`src/rtl/analogue_waveform_generator.sv`:
```
// Multi-channel phase-accumulator waveform source (DC/saw/square/triangle) with
// amplitude scaling, saturating offset and a valid/ready sample output.
module analogue_waveform_generator #(
    parameter int CHANNELS    = 2,
    parameter int DATA_WIDTH  = 12,
    parameter int PHASE_WIDTH = 32
) (
    input  logic                                        i_clk,
    input  logic                                        i_rst,
    input  logic                                        i_cfg_wr,
    input  logic [$clog2(CHANNELS > 1 ? CHANNELS : 2)-1:0] i_cfg_chan,
    input  logic [1:0]                                  i_cfg_addr,
    input  logic [PHASE_WIDTH-1:0]                      i_cfg_data,
    input  logic                                        i_sample_tick,
    input  logic                                        i_phase_sync,
    input  logic                                        i_overrun_clr,
    output logic [CHANNELS*DATA_WIDTH-1:0]              o_sample_data,
    output logic                                        o_sample_valid,
    input  logic                                        i_sample_ready,
    output logic                                        o_overrun
);

    localparam int CW = $clog2(CHANNELS > 1 ? CHANNELS : 2);
    localparam logic [DATA_WIDTH-1:0] M = '1;

    typedef enum logic [1:0] {
        MODE_DC     = 2'd0,
        MODE_SAW    = 2'd1,
        MODE_SQUARE = 2'd2,
        MODE_TRI    = 2'd3
    } mode_t;

    logic r_s1_valid;
    logic r_valid;
    logic r_overrun;
    logic w_busy;
    logic w_accept;
    logic w_drop;

    assign w_busy   = r_s1_valid | r_valid;
    assign w_accept = i_sample_tick & ~w_busy;
    assign w_drop   = i_sample_tick & w_busy;

    always_ff @(posedge i_clk) begin
        if (i_rst) begin
            r_s1_valid <= 1'b0;
            r_valid    <= 1'b0;
            r_overrun  <= 1'b0;
        end else begin
            r_s1_valid <= w_accept;
            if (r_s1_valid) begin
                r_valid <= 1'b1;
            end else if (r_valid && i_sample_ready) begin
                r_valid <= 1'b0;
            end
            // A drop in the same cycle as a clear must leave the flag set.
            if (w_drop) begin
                r_overrun <= 1'b1;
            end else if (i_overrun_clr) begin
                r_overrun <= 1'b0;
            end
        end
    end

    assign o_sample_valid = r_valid;
    assign o_overrun      = r_overrun;

    for (genvar c = 0; c < CHANNELS; c++) begin : g_ch
        logic                   r_en;
        mode_t                  r_mode;
        logic [PHASE_WIDTH-1:0] r_inc;
        logic [DATA_WIDTH-1:0]  r_amp;
        logic [DATA_WIDTH-1:0]  r_off;
        logic [PHASE_WIDTH-1:0] r_phase;

        logic                   r_s1_en;
        logic [DATA_WIDTH-1:0]  r_s1_scaled;
        logic [DATA_WIDTH-1:0]  r_s1_off;
        logic [DATA_WIDTH-1:0]  r_lane;

        logic                   w_sel;
        logic [PHASE_WIDTH-1:0] w_samp_phase;
        logic [DATA_WIDTH-1:0]  w_p;
        logic [DATA_WIDTH-1:0]  w_p2;
        logic [DATA_WIDTH-1:0]  w_raw;
        logic [DATA_WIDTH:0]    w_amp1;
        logic [2*DATA_WIDTH:0]  w_prod;
        logic [DATA_WIDTH-1:0]  w_scaled;
        logic [DATA_WIDTH:0]    w_sum;
        logic [DATA_WIDTH-1:0]  w_lane;

        assign w_sel = i_cfg_wr && (i_cfg_chan == CW'(c));

        always_ff @(posedge i_clk) begin
            if (i_rst) begin
                r_en   <= 1'b0;
                r_mode <= MODE_DC;
                r_inc  <= '0;
                r_amp  <= '0;
                r_off  <= '0;
            end else if (w_sel) begin
                case (i_cfg_addr)
                    2'd0: begin
                        r_en   <= i_cfg_data[2];
                        r_mode <= mode_t'(i_cfg_data[1:0]);
                    end
                    2'd1:    r_inc <= i_cfg_data;
                    2'd2:    r_amp <= i_cfg_data[DATA_WIDTH-1:0];
                    default: r_off <= i_cfg_data[DATA_WIDTH-1:0];
                endcase
            end
        end

        // A sync coinciding with an accepted tick samples phase 0 and restarts from inc.
        assign w_samp_phase = i_phase_sync ? '0 : r_phase;

        always_ff @(posedge i_clk) begin
            if (i_rst || !r_en) begin
                r_phase <= '0;
            end else if (w_accept) begin
                r_phase <= w_samp_phase + r_inc;
            end else if (i_phase_sync) begin
                r_phase <= '0;
            end
        end

        assign w_p  = w_samp_phase[PHASE_WIDTH-1 -: DATA_WIDTH];
        assign w_p2 = w_p << 1;

        always_comb begin
            w_raw = '0;
            case (r_mode)
                MODE_DC:     w_raw = M;
                MODE_SAW:    w_raw = w_p;
                MODE_SQUARE: w_raw = w_p[DATA_WIDTH-1] ? M : '0;
                default:     w_raw = w_p[DATA_WIDTH-1] ? ~w_p2 : w_p2;
            endcase
        end

        assign w_amp1   = {1'b0, r_amp} + (DATA_WIDTH+1)'(1);
        assign w_prod   = (2*DATA_WIDTH+1)'(w_raw) * (2*DATA_WIDTH+1)'(w_amp1);
        assign w_scaled = DATA_WIDTH'(w_prod >> DATA_WIDTH);

        // Stage 1 also captures en/offset so later config writes leave this sample alone.
        always_ff @(posedge i_clk) begin
            if (i_rst) begin
                r_s1_en     <= 1'b0;
                r_s1_scaled <= '0;
                r_s1_off    <= '0;
            end else if (w_accept) begin
                r_s1_en     <= r_en;
                r_s1_scaled <= w_scaled;
                r_s1_off    <= r_off;
            end
        end

        assign w_sum  = {1'b0, r_s1_scaled} + {1'b0, r_s1_off};
        assign w_lane = !r_s1_en        ? '0 :
                        w_sum[DATA_WIDTH] ? M  : w_sum[DATA_WIDTH-1:0];

        always_ff @(posedge i_clk) begin
            if (i_rst) begin
                r_lane <= '0;
            end else if (r_s1_valid) begin
                r_lane <= w_lane;
            end
        end

        assign o_sample_data[c*DATA_WIDTH +: DATA_WIDTH] = r_lane;
    end

endmodule

```
`config.mk`:
```
export PLATFORM = sky130hd
export DESIGN_NAME = analogue_waveform_generator
export DESIGN_NICKNAME = d
export VERILOG_FILES = /design/src/rtl/analogue_waveform_generator.sv
export SDC_FILE = /design/constraint.sdc
export NUM_CORES = 1
export LEC_CHECK = 0
export CAP_MARGIN = 25
export CORE_UTILIZATION = 45
export CTS_CLUSTER_SIZE = 40
export DETAILED_ROUTE_END_ITERATION = 12
export PLACE_DENSITY_LB_ADDON = 0.15
export SLEW_MARGIN = 40
export SYNTH_ARGS = -nofsm -noshare
export SYNTH_HDL_FRONTEND = slang
export SYNTH_SLANG_ARGS = --single-unit
```
`constraint.sdc`:
```
create_clock -name i_clk -period 21.7 [get_ports i_clk]
set_input_delay 4.34 -clock i_clk [delete_from_list [all_inputs] [get_ports i_clk]]
set_output_delay 4.34 -clock i_clk [all_outputs]
set_load 0.03 [all_outputs]
```
== Yosys cells after proc, flatten, opt, wreduce, memory -nomap -nowiden ==
Cells that the tools add are included.

* Bitwise logic cells: 8
* Reduce and logical (&&, ||, !) cells: 21
* Add/sub/neg operators: 6
* Multipliers: 2
* Equal/unequal tests: 6
* Multiplexer cells: 18

{| class="wikitable"
|+ Operators by type and width
! kind !! count
|-
| 2-to-1 mux 32 bit || 4
|-
| 2-to-1 mux 12 bit || 8
|-
| one-hot mux 12 bit (3 select lines) || 2
|-
| adder 32 bit || 2
|-
| multiplier 12 x 13 -> 24 bit || 2
|-
| adder 12 x 1 -> 13 bit (second input constant) || 2
|-
| adder 12 x 12 -> 13 bit || 2
|-
| NOT 12 bit || 2
|-
| AND reduction 2 bit || 8
|-
| == test 2 x 1 -> 1 bit (second input constant) || 3
|-
| == test 2 bit (second input constant) || 3
|-
| logical NOT 2 bit || 3
|-
| 2-to-1 mux 1 bit || 4
|-
| nonzero test 2 bit || 2
|-
| logical AND 1 bit || 3
|-
| NOT 1 bit || 3
|-
| OR reduction 3 bit || 1
|-
| AND 1 bit || 2
|-
| logical NOT 1 bit || 2
|-
| logical OR 1 bit || 2
|-
| bitwise OR 1 bit || 1
|}

* Input port bits: 42
* Bits in registers: 259
* Logic and storage cells: 84
* Output and inout bits: 26

== Depth between registers and ports, before layout ==
Gate-level depths: netlist of the first run.

* Depth after elaboration: 5
* Mapped depth: 30
* Depth with buffers taken out: 28

== Least setup slack after synthesis of the first run ==
Ideal clock, no wire load.

* Path type: input to register
* Start point: input port i_phase_sync
* End point: register g_ch[1].r_s1_scaled[6]
* Stages: 23
* Required time: 21.583 ns
* Arrival: 9.857 ns
* Setup slack: 11.726 ns
* Setup time: 0.117 ns
* Path buffers: 3
* Path through: clkbuf_1 -> clkbuf_1 -> o21ai_0 -> clkbuf_1 -> nand2_1 -> fa_1 -> fa_1 -> inv_1 -> fa_1 -> fa_1 -> inv_1 -> fa_1 -> inv_1 -> ha_1 -> a21o_1 -> a21o_1 -> a221o_1 -> o311ai_2 -> a21oi_1 -> a21o_1 -> a21oi_1 -> xnor2_1 -> a22o_1

* Longest elaborated chain between the ends: 5
* Elaborated cells on any way between the ends: 6
* Classes of those cells: 1 x mul; 4 x mux; 1 x bitwise

{| class="wikitable"
|+ Ends and longest elaborated chain
! item !! line !! text
|-
| start: declaration || 15 || <nowiki>input logic i_phase_sync,</nowiki>
|-
| 2-to-1 mux 32 bit (*) || -- ||
|-
| NOT 12 bit || 136 || <nowiki>default: w_raw = w_p[DATA_WIDTH-1] ? ~w_p2 : w_p2;</nowiki>
|-
| 2-to-1 mux 12 bit || 136 ||
|-
| one-hot mux 12 bit (3 select lines) (*) || 132 || <nowiki>case (r_mode)</nowiki>
|-
| multiplier 12 x 13 -> 24 bit (*) || 141 || <nowiki>assign w_prod = (2*DATA_WIDTH+1)'(w_raw) * (2*DATA_WIDTH+1)'(w_amp1);</nowiki>
|-
| end signal: assignment || 152 || <nowiki>r_s1_scaled <= w_scaled;</nowiki>
|-
| end: declaration || 77 || <nowiki>logic [DATA_WIDTH-1:0] r_s1_scaled;</nowiki>
|}

Mark *: on every way between the ends. The rest lies on a longest branch, timed or not.
A chain may end at the register's enable or synchronous reset.

== Final worst setup path of the first run ==
* Start point: input port i_phase_sync
* End point: register g_ch[1].r_s1_scaled[11]

Same word-level chain as after synthesis.

==> reports/qor.yml, run 1 <==
yosys:
  synth_cells: 3083
  synth-seq-area-share: 0.217
  synth.area.top_cells: "dfxtp_1, fa_1, ha_1, nand2_1, a21oi_1"
  ys_async_sr_fraction: 0
  synth.most_common_cell: "nand2_1"
  syn-num-nets: 3545
  synth_common_cells: "nand2_1, inv_1, a21oi_1, dfxtp_1, nor2_1"
  synth_area_leader_cell: "dfxtp_1"
  synth_edf_count: 0
  synth-seq-cells: 259
  ys_types: 78
  ys.flop_type: "dfxtp_1"
  netlist.area_leader.share: 0.217
  yosys_warnings: 0
  avgSynthCellArea_um2: 7.74
  synth_area_mm2: 0.0239
worst_setup_path:
  cp_max_fo: 37
  reg2reg_slack_ns: 14.36
  worst_ep_arrival_time_ns: 10.66
  critPathLaunchType: "primary input"
  critical_path_class: "in2reg"
  critPathRequiredTime_ns: 22.21
  cp-end-kind: "register"
cells_and_area:
  antenna_cells: 0
  fin_nets: 3538
  post_route_cells_drive_above_1_share: 0.0432
  final_cells: 3787
  fillers: 5162
  syn_to_final_growth_pct: 10.1
clock_network:
  post_cts_buffers: 0
  cts_buffers: 31
  clock_sinks: 259
  cts_root_buf: "clkbuf_16"
  cts_tree: "built"
  htree_num_levels: 1
  postCtsResizedCells: 0
  clk_pin_slew_ns: 0.06
  worstSkewPairLatency_ns: 0.61
  hold_buffers: 0
  clockBufferDepth: 3
timing:
  fin_setup_tns_ns: 0
  clock_skew_ns: 0.0273
  rsz0062_at_grt: "false"
  hold_viol_final: 0
  max_freq_mhz: 98.6
  tightestPinTransition_ns: 0.848
  setup_viol: 0
  slew_violations: 0
  slew_headroom: 0.433
  holdWs_ns: 0.434
  period_share: 0.467
  period_needed_ns: 10.14
routing:
  first_pass_iters: 5
  viasPerCell: 5.35
  num_vias: 20300
  wl_per_cell_um: 17.1
  ant_nets: 0
  drc: 0
  wl_um: 64600
  drtIter0Drc: 1184
global_route:
  grt_overflow: 0
  grt_max_degree: 72
  antenna_found_initial: 0
  grt_pass1_wl_um: 105000
  track_usage: 0.244
  grt_pass1_vias: 19900
pwr:
  power.density_mw_per_mm2: 50.0
  total_power_uw: 1310
  p_leak_uw: 0.0118
  vdd_drop_max_mv: 0.0588
floorplan:
  rows: 84
  die-area_mm2: 0.0539
  pin_count: 68
  die_h_um: 232
  dieWidth_um: 232
  fp.coreArea_mm2: 0.0524
  start_util: 0.455
place:
  place_inst: 3731
  dp_hpwl_um: 49000
  port_buffers: 67
  routabilityCongestion: 0.909
run_status:
  status: "finished, final reports clean"
worst_hold_path:
  hold_class: "reg2reg"
run:
  cap_violations: 0
==> power by group <==
| part | total (uW) | internal, uW | switching, uW |
|---|---|---|---|
| Combinational | 280 | 107 | 173 |
| Sequential | 494 | 486 | 8.78 |
| Clock | 540 | 319 | 221 |
==> critical path, cell delays in order <==
cell and delay [ns]:
buf_2 0.56, nand2b_1 0.30, a21oi_1 0.12, or2_2 0.42, nand2b_1 0.13, fa_1 0.43, fa_1 0.49, inv_1 0.05
fa_1 0.47, fa_1 0.50, inv_1 0.05, fa_1 0.47, inv_1 0.04, ha_1 0.28, nand3_1 0.09, nor2_1 0.06
a221o_1 0.38, o311ai_2 0.50, nand2b_1 0.22, a21o_1 0.23, a21oi_1 0.17, xnor2_1 0.09, a211oi_1 0.24
==> per-layer routing <==
layer / vias to the layer above / track usage / share of wire
met1: 9771 / 0.333 / 0.46
li1: 9930 / - / -
met2: 454 / 0.401 / 0.46
met3: 95 / 0.0345 / 0.050
met4: 0 / 0.0666 / 0.029
met5: - / 0 / 0
==> worst paths after layout <==
kind,from,to,cells past startpoint
worst max-delay path,i_phase_sync,g_ch[1].r_s1_scaled[11],23
worst min-delay path,g_ch[1].r_off[5],g_ch[1].r_s1_off[5],2
worst max register to register,g_ch[0].r_amp[0],g_ch[0].r_s1_scaled[11],26
worst min register to register,g_ch[1].r_off[5],g_ch[1].r_s1_off[5],2
==> area by class of cell <==
type | count | area (um^2) | share of cell area
multi-input combinational | 2322 | 16900 | 0.644
sequential | 259 | 5180 | 0.197
inverter | 365 | 1370 | 0.0522
timing repair buffer | 97 | 892 | 0.0340
clock buffer | 43 | 881 | 0.0335
tap | 688 | 861 | 0.0328
clock inverter | 13 | 164 | 0.00624
==> metrics by stage <==
step	utilization	worst slack [ns]	cell area [um^2]
final	0.501	11.56	26300
after global routing	0.501	11.21	26300
after CTS	0.500	11.55	26200
after detailed placement	0.480	10.93	25200
after global placement	0.479	10.72	25100
after floorplan	-	11.73	23900
==> registers in the layout, summed over array words and instances, names as in the netlist <==
register and flops:
g_ch.r_s1_scaled 24, g_ch.r_amp 24, o_overrun 1, g_ch.r_s1_en 2, g_ch.r_lane 24, g_ch.r_en 2
g_ch.r_phase 64, g_ch.r_off 24, g_ch.r_inc 64, g_ch.r_mode 4, r_s1_valid 1, o_sample_valid 1
g_ch.r_s1_off 24
==> cells in the final DEF, fill, tap and decap left out, types with 38 or more instances in the layout <==
master	count
nand2_1	642
inv_1	365
a21oi_1	284
dfxtp_1	259
fa_1	220
nor2_1	216
ha_1	200
o21ai_0	111
nor2b_1	85
xnor2_1	66
clkdlybuf4s50_1	65
a21o_1	59
and2_1	53
nor3_1	38
==> kinds of logic after synthesis <==
| kind of cell | count (synthesis) | synth area share |
|---|---|---|
| and+or+nand+nor | 1178 | 0.216 |
| AOI/OAI and AO/OA | 603 | 0.153 |
| buffers and inverters | 502 | 0.0791 |
| adders and majority gates | 420 | 0.290 |
| DFF | 259 | 0.217 |
| xor gates and xnor gates | 109 | 0.0400 |
| muxes | 12 | 0.00504 |
(Power assumes the default switching activity.)
==> run 2: changes to the inputs <==
clock period = 9.24 ns   (was 21.7 ns; I/O delays follow)
==> reports/qor.yml, run 2 (synthesis results as in run 1) <==
run_status:
  status: "finished, final reports clean"
timing:
  rsz0062_at_grt: "false"
  period_needed_ns: 7.66
  slew_violations: 0
  clock_skew_ns: 0.0193
  fin_setup_tns_ns: 0
  tightestPinTransition_ns: 0.858
  fin_ws_ns: 1.58
  slew_headroom: 0.426
  holdWs_ns: 0.449
  max_freq_mhz: 131
  setup_viol: 0
  period_share: 0.829
  hold_viol_final: 0
routing:
  wl_per_cell_um: 16.7
  num_vias: 20200
  drtIter0Drc: 1075
  wl_um: 63500
  viasPerCell: 5.31
  ant_nets: 0
  first_pass_iters: 5
  drc: 0
clock_network:
  worstSkewPairLatency_ns: 0.59
  clk_pin_slew_ns: 0.06
  htree_num_levels: 1
  cts_root_buf: "clkbuf_16"
  post_cts_buffers: 0
  hold_buffers: 0
  postCtsResizedCells: 0
  clock_sinks: 259
  cts_buffers: 31
  cts_tree: "built"
  clockBufferDepth: 3
place:
  place_inst: 3738
  dp_hpwl_um: 47900
  dp_slack_ns: 1.09
  port_buffers: 67
  routabilityCongestion: 0.877
floorplan:
  die-area_mm2: 0.0539
  dieWidth_um: 232
  start_util: 0.455
  pin_count: 68
  die_h_um: 232
  rows: 84
  fp.coreArea_mm2: 0.0524
pwr:
  p_leak_uw: 0.0118
  power.density_mw_per_mm2: 116
  vdd_drop_max_mv: 0.179
  p_sw_uw: 926
  total_power_uw: 3050
  p_seq_frac: 0.381
  p_int_uw: 2130
  clkPwrFrac: 0.404
  combinationalPowerShare: 0.216
  p_sw_frac: 0.303
global_route:
  antenna_found_initial: 2
  grt_pass1_vias: 20100
  grt_pass1_wl_um: 104000
  track_usage: 0.240
  grt_max_degree: 71
  grt_overflow: 0
worst_setup_path:
  worst_ep_arrival_time_ns: 8.09
  critical_path_class: "in2reg"
  cp-end-kind: "register"
  cp_max_fo: 36
  critPathRequiredTime_ns: 9.67
  critPathLaunchType: "primary input"
run:
  cap_violations: 0
worst_hold_path:
  hold_class: "reg2reg"
cells_and_area:
  post_route_cells_drive_above_1_share: 0.0419
  syn_to_final_growth_pct: 10.1
  final_cells: 3796
  fillers: 5187
  fin_nets: 3545
  largest_registers: "g_ch.r_inc x64, g_ch.r_phase x64"
  final_common_cell: "nand2_1"
  final_cell_mix: "nand2_1, inv_1, a21oi_1"
[run 2: cell type report]
type                    count  area [um^2]  area share
clock buffers              44          865      0.0329
well taps                 688          861      0.0328
flip-flops and latches    259         5180       0.197
inverters                 365         1370      0.0522
repair buffers            104          948      0.0361
multi-input cells        2322        16900       0.643
diodes                      2         5.00    0.000191
clock inverters            12          151     0.00576
[run 2: power groups by stage]
| stage | combinational, uW | sequential [uW] | clock [uW] |
|---|---|---|---|
| after global placement | 646 | 1190 | 0 |
| final | 658 | 1160 | 1230 |
| after global routing | 764 | 1160 | 1300 |
| after floorplan | 465 | 1180 | 0 |
| after detailed placement | 660 | 1190 | 0 |
| after CTS | 667 | 1160 | 1260 |
[run 2: final timing paths]
kind / from / cells after the start / end / slack [ns]
worst max-delay path: i_phase_sync / 23 / g_ch[0].r_s1_scaled[4] / 1.58
worst min-delay path: g_ch[0].r_lane[6] / 2 / g_ch[0].r_lane[6] / 0.45
worst max register to register: g_ch[1].r_amp[0] / 23 / g_ch[1].r_s1_scaled[11] / 1.94
worst min register to register: g_ch[0].r_lane[6] / 2 / g_ch[0].r_lane[6] / 0.45
[run 2: layer usage]
layer  routed length (um)  share of wire  GRT usage  up-vias
met5                    0              0          0        -
met1                29300           0.46      0.326     9682
met4                 1290          0.020     0.0569        0
met2                29600           0.47      0.399      438
met3                 3320          0.052     0.0332       84
li1                     -              -          -     9956
[run 2: critical path, cell delays in order]
cell	delay, ns
buf_2	0.47
o21ai_0	0.21
buf_4	0.23
nand2_1	0.09
fa_1	0.44
fa_1	0.40
inv_1	0.09
fa_1	0.43
fa_1	0.54
inv_1	0.05
fa_1	0.48
inv_1	0.04
ha_1	0.31
nand4_1	0.08
nor3b_1	0.20
nand4_1	0.15
a211oi_1	0.48
o311ai_1	0.25
a21boi_1	0.45
o21ai_0	0.24
and3_1	0.24
o21ai_0	0.22
a21oi_1	0.12
[run 2: per-stage QoR]
| stage | cell area, um^2 | utilization |
|---|---|---|
| floorplan | 23900 | - |
| CTS | 26200 | 0.500 |
| global route | 26300 | 0.501 |
| global placement | 25200 | 0.480 |
| finish | 26300 | 0.501 |
| detailed placement | 25200 | 0.481 |
